**src/rtl/bit_demux32.sv**
```systemverilog
// Assembles a 32-bit word from single-bit lane writes; word appears 1 cycle after the closing fire.
// Writes stall (bit_ready_o=0) only while a closed word waits behind a held output. Option: BIT_DEMUX32_DUPERR_EN.
module bit_demux32 (
  input  logic        clk_i,
  input  logic        rst_i,
  input  logic        bit_valid_i,
  output logic        bit_ready_o,
  input  logic [4:0]  sel_i,
  input  logic        bit_i,
  input  logic        flush_i,
  output logic        word_valid_o,
  input  logic        word_ready_i,
  output logic [31:0] word_o,
  output logic [31:0] word_mask_o,
  output logic        dup_err_o
);

  logic [31:0] acc_r;
  logic [31:0] mask_r;
  logic        acc_full_r;

  logic        fire;
  logic [31:0] onehot;
  logic [31:0] nxt_acc;
  logic [31:0] nxt_mask;
  logic        slot_free;
  logic        close_evt;

  assign bit_ready_o = !acc_full_r;
  assign fire        = bit_valid_i && !acc_full_r;
  assign onehot      = 32'd1 << sel_i;
  assign slot_free   = !word_valid_o || word_ready_i;

  always_comb begin
    nxt_acc  = acc_r;
    nxt_mask = mask_r;
    if (fire) begin
      nxt_acc  = bit_i ? (acc_r | onehot) : (acc_r & ~onehot);
      nxt_mask = mask_r | onehot;
    end
  end

  // A flush never closes an empty word, and is ignored while a word is parked.
  assign close_evt = !acc_full_r &&
                     ((nxt_mask == 32'hFFFF_FFFF) || (flush_i && (nxt_mask != 32'd0)));

  always_ff @(posedge clk_i) begin
    if (rst_i) begin
      acc_r        <= 32'd0;
      mask_r       <= 32'd0;
      acc_full_r   <= 1'b0;
      word_valid_o <= 1'b0;
      word_o       <= 32'd0;
      word_mask_o  <= 32'd0;
    end else begin
      if (word_valid_o && word_ready_i) begin
        word_valid_o <= 1'b0;
      end
      if (acc_full_r) begin
        if (slot_free) begin
          word_o       <= acc_r;
          word_mask_o  <= mask_r;
          word_valid_o <= 1'b1;
          acc_r        <= 32'd0;
          mask_r       <= 32'd0;
          acc_full_r   <= 1'b0;
        end
      end else if (close_evt && slot_free) begin
        word_o       <= nxt_acc;
        word_mask_o  <= nxt_mask;
        word_valid_o <= 1'b1;
        acc_r        <= 32'd0;
        mask_r       <= 32'd0;
      end else begin
        // Closing into a busy slot parks the word here until the consumer pops.
        acc_r      <= nxt_acc;
        mask_r     <= nxt_mask;
        acc_full_r <= close_evt;
      end
    end
  end

`ifdef BIT_DEMUX32_DUPERR_EN
  logic dup_err_r;

  always_ff @(posedge clk_i) begin
    if (rst_i) begin
      dup_err_r <= 1'b0;
    end else if (fire && mask_r[sel_i]) begin
      dup_err_r <= 1'b1;
    end
  end

  assign dup_err_o = dup_err_r;
`else
  assign dup_err_o = 1'b0;
`endif

endmodule
```
**config.mk**
```make
export PLATFORM = sky130hd
export DESIGN_NAME = bit_demux32
export DESIGN_NICKNAME = d
export VERILOG_FILES = /design/src/rtl/bit_demux32.sv
export SDC_FILE = /design/constraint.sdc
export NUM_CORES = 1
export LEC_CHECK = 0
export ABC_AREA = 1
export BUFFER_PORTS_ARGS = -buffer_cell sky130_fd_sc_hd__buf_2
export CORE_ASPECT_RATIO = 1.25
export CORE_MARGIN = 1.5
export CORE_UTILIZATION = 53
export DETAILED_ROUTE_END_ITERATION = 7
export PLACE_DENSITY_LB_ADDON = 0.12
export SLEW_MARGIN = 20
export SYNTH_ARGS = -nofsm -noshare
export SYNTH_HDL_FRONTEND = slang
export SYNTH_SLANG_ARGS = --single-unit
```
**constraint.sdc**
```tcl
create_clock -name clk_i -period 2.2 [get_ports clk_i]
set_clock_uncertainty 0.1 [all_clocks]
set_input_delay 0.33 -clock clk_i [delete_from_list [all_inputs] [get_ports clk_i]]
set_output_delay 0.33 -clock clk_i [all_outputs]
set_load 0.05 [all_outputs]
```
# Word level (Yosys, flattened, before mapping)
# Cells that the tools add are included.
# W data, S select, Z words.
dict set report totals {
  input_bits 11
  wordCells 46
  regBits 130
  out_inout_bits 67
}
dict set report op_classes {
  bitwise_logic 4
  shifts 1
  muxes 21
  n_eq_ne 2
  n_reduce_logical 12
}
# op count
set op_table {}
lappend op_table {{$mux W32} 14}
lappend op_table {{$or A32 B32 Y32} 2}
lappend op_table {{$and A32 B32 Y32} 1}
lappend op_table {{$eq A32 B32 Y1 const B} 1}
lappend op_table {{$not A32 Y32} 1}
lappend op_table {{$reduce_bool A32 Y1} 1}
lappend op_table {{$shl A1 B5 Y32 const A} 1}
lappend op_table {{$mux W1} 7}
lappend op_table {{$logic_and A1 B1 Y1} 5}
lappend op_table {{$logic_not A1 Y1} 2}
lappend op_table {{$logic_or A1 B1 Y1} 2}
lappend op_table {{$ne A2 B1 Y1 const B} 1}
lappend op_table {{$reduce_and A2 Y1} 1}
lappend op_table {{$reduce_bool A2 Y1} 1}

# Longest topological paths before layout
dict set report depth {
  word_depth 10
  mapped_depth 19
}

# Least setup slack after synthesis
# Ideal clock, no wire load.
dict set report synth_path {
  path_kind {register to register}
  from {register acc_full_r}
  to {register word_o[29]}
  t_required_ns 2.036
  t_arrival_ns 2.073
  path_stages_with_launch 11
  path_slack_ns -0.038
  setup_ns 0.064
  path_cell_list {dfxtp_1 -> buf_4 -> inv_2 -> clkbuf_1 -> clkbuf_1 -> o21ai_0 -> a21oi_1 -> a21oi_1 -> nand3_1 -> nand2_1 -> nor2_1}
}
dict set report synth_between {
  elab_chain_cells 10
}
# element line_no
set synth_lines {}
lappend synth_lines {{start: declaration} 20} ;# logic acc_full_r;
lappend synth_lines {{start signal: assignment} 78} ;# acc_full_r <= close_evt;
lappend synth_lines {{$logic_not A1 Y1 (*)} -}
lappend synth_lines {{via bit_ready_o} 7} ;# output logic bit_ready_o,
lappend synth_lines {{$logic_and A1 B1 Y1} 30} ;# assign fire = bit_valid_i && !acc_full_r;
lappend synth_lines {{$mux W32} 37} ;# if (fire) begin
lappend synth_lines {{$reduce_bool A32 Y1} 45} ;# ((nxt_mask == 32'hFFFF_FFFF) || (flush_i && (nxt_mask != 32'd0)));
lappend synth_lines {{$logic_and A1 B1 Y1} 45}
lappend synth_lines {{$logic_or A1 B1 Y1} 45}
lappend synth_lines {{$logic_and A1 B1 Y1} 44} ;# assign close_evt = !acc_full_r &&
lappend synth_lines {{$logic_and A1 B1 Y1} 68} ;# end else if (close_evt && slot_free) begin
lappend synth_lines {{$reduce_bool A2 Y1 (no source line)} -}
lappend synth_lines {{$reduce_and A2 Y1 (no source line)} -}
lappend synth_lines {{end signal: assignment} 61} ;# word_o <= acc_r;
lappend synth_lines {{end signal: assignment} 69} ;# word_o <= nxt_acc;
lappend synth_lines {{end: declaration} 13} ;# output logic [31:0] word_o,
# Mark *: on every way through the listed nets, which the timed path passes. The rest lies on a longest branch. The select of a mux whose other input is x is not followed.
# A chain may end at the register's enable or synchronous reset.

# Worst setup path after layout
dict set report layout_path {
  from {register acc_full_r}
  to {register word_mask_o[12]}
}
dict set report layout_between {
  elab_chain_cells 10
}
# element line_no
set layout_lines {}
lappend layout_lines {{$logic_not A1 Y1} {30, 44}}
lappend layout_lines {{$logic_and A1 B1 Y1} 30}
lappend layout_lines {{$mux W32} 37}
lappend layout_lines {{$reduce_bool A32 Y1} 45}
lappend layout_lines {{$logic_and A1 B1 Y1} 45}
lappend layout_lines {{$logic_or A1 B1 Y1} 45}
lappend layout_lines {{$logic_and A1 B1 Y1} 44}
lappend layout_lines {{$logic_and A1 B1 Y1} 68}
lappend layout_lines {{$reduce_bool A2 Y1 (no source line)} -}
lappend layout_lines {{$reduce_and A2 Y1 (no source line)} -}
lappend layout_lines {{end signal: assignment} 62} ;# word_mask_o <= mask_r;
lappend layout_lines {{end signal: assignment} 70} ;# word_mask_o <= nxt_mask;
lappend layout_lines {{end: declaration} 14} ;# output logic [31:0] word_mask_o,
# Several ways; a longest one is shown, not always the timed one. The select of a mux whose other input is x is not followed.

==> metrics <==
total gr overflow=0; HPWL Detailed=11.6 mm; worst-case clock buffer depth=2; Synth area leaders=dfxtp_1 39%, a21oi_1 12%, nand2_1 10%; RR Endpoint=word_mask_o[12]; Area Growth Syn to Fin=41.1%; full die area=13100 sq um; multiplexer share of the synthesized area=0%; Mapped Area=6600 sq um; slowest stage delay, CP=0.35 ns; Worst VDD drop=642 uV; Simple-Gate Fraction of Synth Area=33.0%; Seq/Total Area, Yosys=39.4%; WP data arrival=2.70 ns; vias per cell=5.54; R2R setup slack=-0.29 ns; first-pass GRT wire length=29.9 mm; Clock Root Buffer=clkbuf_16; minimum clock period=2.49 ns; die height=128 um; Final Non-Filler Cells=1298; Max Freq=402 MHz; final worst-path cycle share=113%; largest net degree at the start of global routing=85; Slew @ Worst Pin=0.603 ns; initial antenna violation count=0; # diodes=0; core area=12200 sq um; dominant cell type by area after synthesis=dfxtp_1; Slew Viols, Final=0; Clk pin slew, worst setup/hold paths=0.06 ns; wire per inst=16.1 um; count leader, synth=nand2_1; relative slew slack=59.8%; drt pass-1 iters=7; Leak=4.13 nW; Initial DRC Count=447; adder-cell share of the synthesized area=0%; Yosys reg bits=130; Filler cells=910; syn_nets=974; outcome=finished, violations left; Setup Total Neg Slack=-26.34 ns; post-route cell area=9310 sq um; std cell rows=45; max-cap violations=0; Buffers on Ports=76; clk_lat worst skew=0.42 ns; placed cells=1242; Top Ports=78; cts hold-fix bufs=0; ys async rst share=0%; Num CTS Buffers=17; Syn Area/Cell=6.85 sq um; clock sinks=130; ratio of cells with drive above 1 in the final layout=36.9%; failing checks=setup timing; startpoint types=flop; final hold violation count=0; Commonest cells post-synth=180 x nand2_1, 165 x nor2_1, 159 x a21oi_1; delay-heaviest family, CP=simple AND/OR/NAND/NOR gates; kind of critical path=flop to flop; Post-synth EDFFs=0; CP Capture Type=flop; Final WS setup=-0.289 ns; Syn Inst Count=963; total wire length=20.9 mm; RSZ-0062 raised after global routing=true; Req. time, crit path=2.41 ns; post-synth top area share=39.4%; Yosys warning total=0; Final ANT Viol Nets=0; Hold Crit Start=rst_i; gp weighted congestion=0.996; R2R depth=15; Slowest-stage cell, CP=dfxtp_4; dominant synthesized flop cell=dfxtp_1; Unique masters post-synth=31; Placed Area=7720 sq um; hold path cells=2; Hold EP=acc_r[11]; Compound-Gate Fraction of Synth Area=19.0%; hold crit path type=input pin to flop; Multi-input gate area=3930 sq um; largest family of logic cells by synthesized area=simple AND/OR/NAND/NOR gates; DRC=0; GRT Overall Usage=28.8%; FF-to-FF Start=acc_full_r; pre-CTS setup slack=-0.357 ns; Cell Chain, Critical Path=nor2_4, nand2_4, buf_6, nor2_4, o21ai_1, nor2_1, nand2_1, nor2_2, nand3_2, nand3_4, buf_12, clkbuf_16, nand3_2, nand2_2, nor2_1; die width=103 um; Crit Path Max Fanout=7; Layout Nets=1132; Power Density=901 nW/um^2; XOR/XNOR Fraction of Synth Area=0%; Final Setup Violations=126; CP bufs+invs=3; vias in the first global route=6092; Hold Slack=0.175 ns; htree depth=4; Via Count=7193; CTS tree=yes; Initial Utilization=54.2%; Reg area=2610 sq um
how the worst max path moves through the flow:
stage / end / slack [ns] / depth (start not counted) / from
2_1_floorplan: acc_r[17] / 0.07 / 18 / sel_i[1]
3_3_place_gp: word_o[5] / -0.37 / 16 / sel_i[2]
3_5_place_dp: word_o[16] / -0.36 / 17 / sel_i[1]
4_1_cts: word_o[10] / -0.17 / 15 / acc_full_r
5_1_grt: word_o[2] / -0.41 / 16 / acc_full_r
6_report: word_mask_o[12] / -0.29 / 15 / acc_full_r
through the flow:
stage / power (mW) / utilization [%]
2_1_floorplan: 4.34 / -
3_3_place_gp: 4.79 / 63.5
3_5_place_dp: 4.81 / 63.5
4_1_cts: 7.96 / 70.4
5_1_grt: 8.67 / 76.5
6_report: 8.39 / 76.5
what timing repair did:
item | 4_1_cts | 5_1_grt
pin swaps | 1 | 11
gates cloned | 2 | 11
buffers inserted | 1 | 12
gates resized for setup | 35 | 119
setup endpoints to repair | 130 | 130
per-layer routing:
| layer | up-vias | GRT usage (%) | routed length, um |
|---|---|---|---|
| li1 | 3500 | - | - |
| met1 | 3356 | 39.5 | 8660 |
| met2 | 279 | 45.9 | 10300 |
| met3 | 58 | 4.14 | 1310 |
| met4 | 0 | 10.9 | 617 |
| met5 | - | 0 | 0 |
layout by cell type (no fill, tap or decap), types with 2 or more instances in the layout:
cell type	count
nand2_1	149
nor2_1	139
a21oi_1	135
dfxtp_1	129
buf_4	106
buf_2	76
nand3_1	67
o21ai_0	46
a21oi_2	35
nor2_2	32
nand3_2	26
clkbuf_16	26
nor2_4	19
inv_1	19
nand2_4	19
nand2_2	18
buf_12	14
or2_2	11
inv_2	9
o21ai_1	9
buf_6	9
nand4_1	6
o21bai_1	5
bufinv_16	5
o22ai_1	4
clkinv_4	4
nand3_4	2
clkinv_2	2
clkinvlp_4	2
clkbuf_1	2
flip-flops by register name (all words and copies together) (netlist names):
name and cells:
acc_r 32, acc_full_r 1, word_o 32, word_mask_o 32, mask_r 32, word_valid_o 1
cell type report:
cell class              instances  area share (%)
multi-input cells             728            42.2
flip-flops and latches        130            28.0
repair buffers                215            19.5
clock buffers                  19            4.65
clock inverters                13            2.26
well taps                     164            2.20
inverters                      29            1.20
kinds of logic (layout without fill, tap and decap cells):
family	Yosys count	count (layout)
buf+inv	105	276
other cells	1	1
flops	130	130
compound gates	237	237
simple gates	490	490
power by group:
part | switching [mW] | internal (mW)
clock | 1.11 | 2.01
combinational | 1.69 | 0.912
sequential | 0.105 | 2.57
total | 2.90 | 5.49
Note: power is estimated with default switching activity, not from simulation.
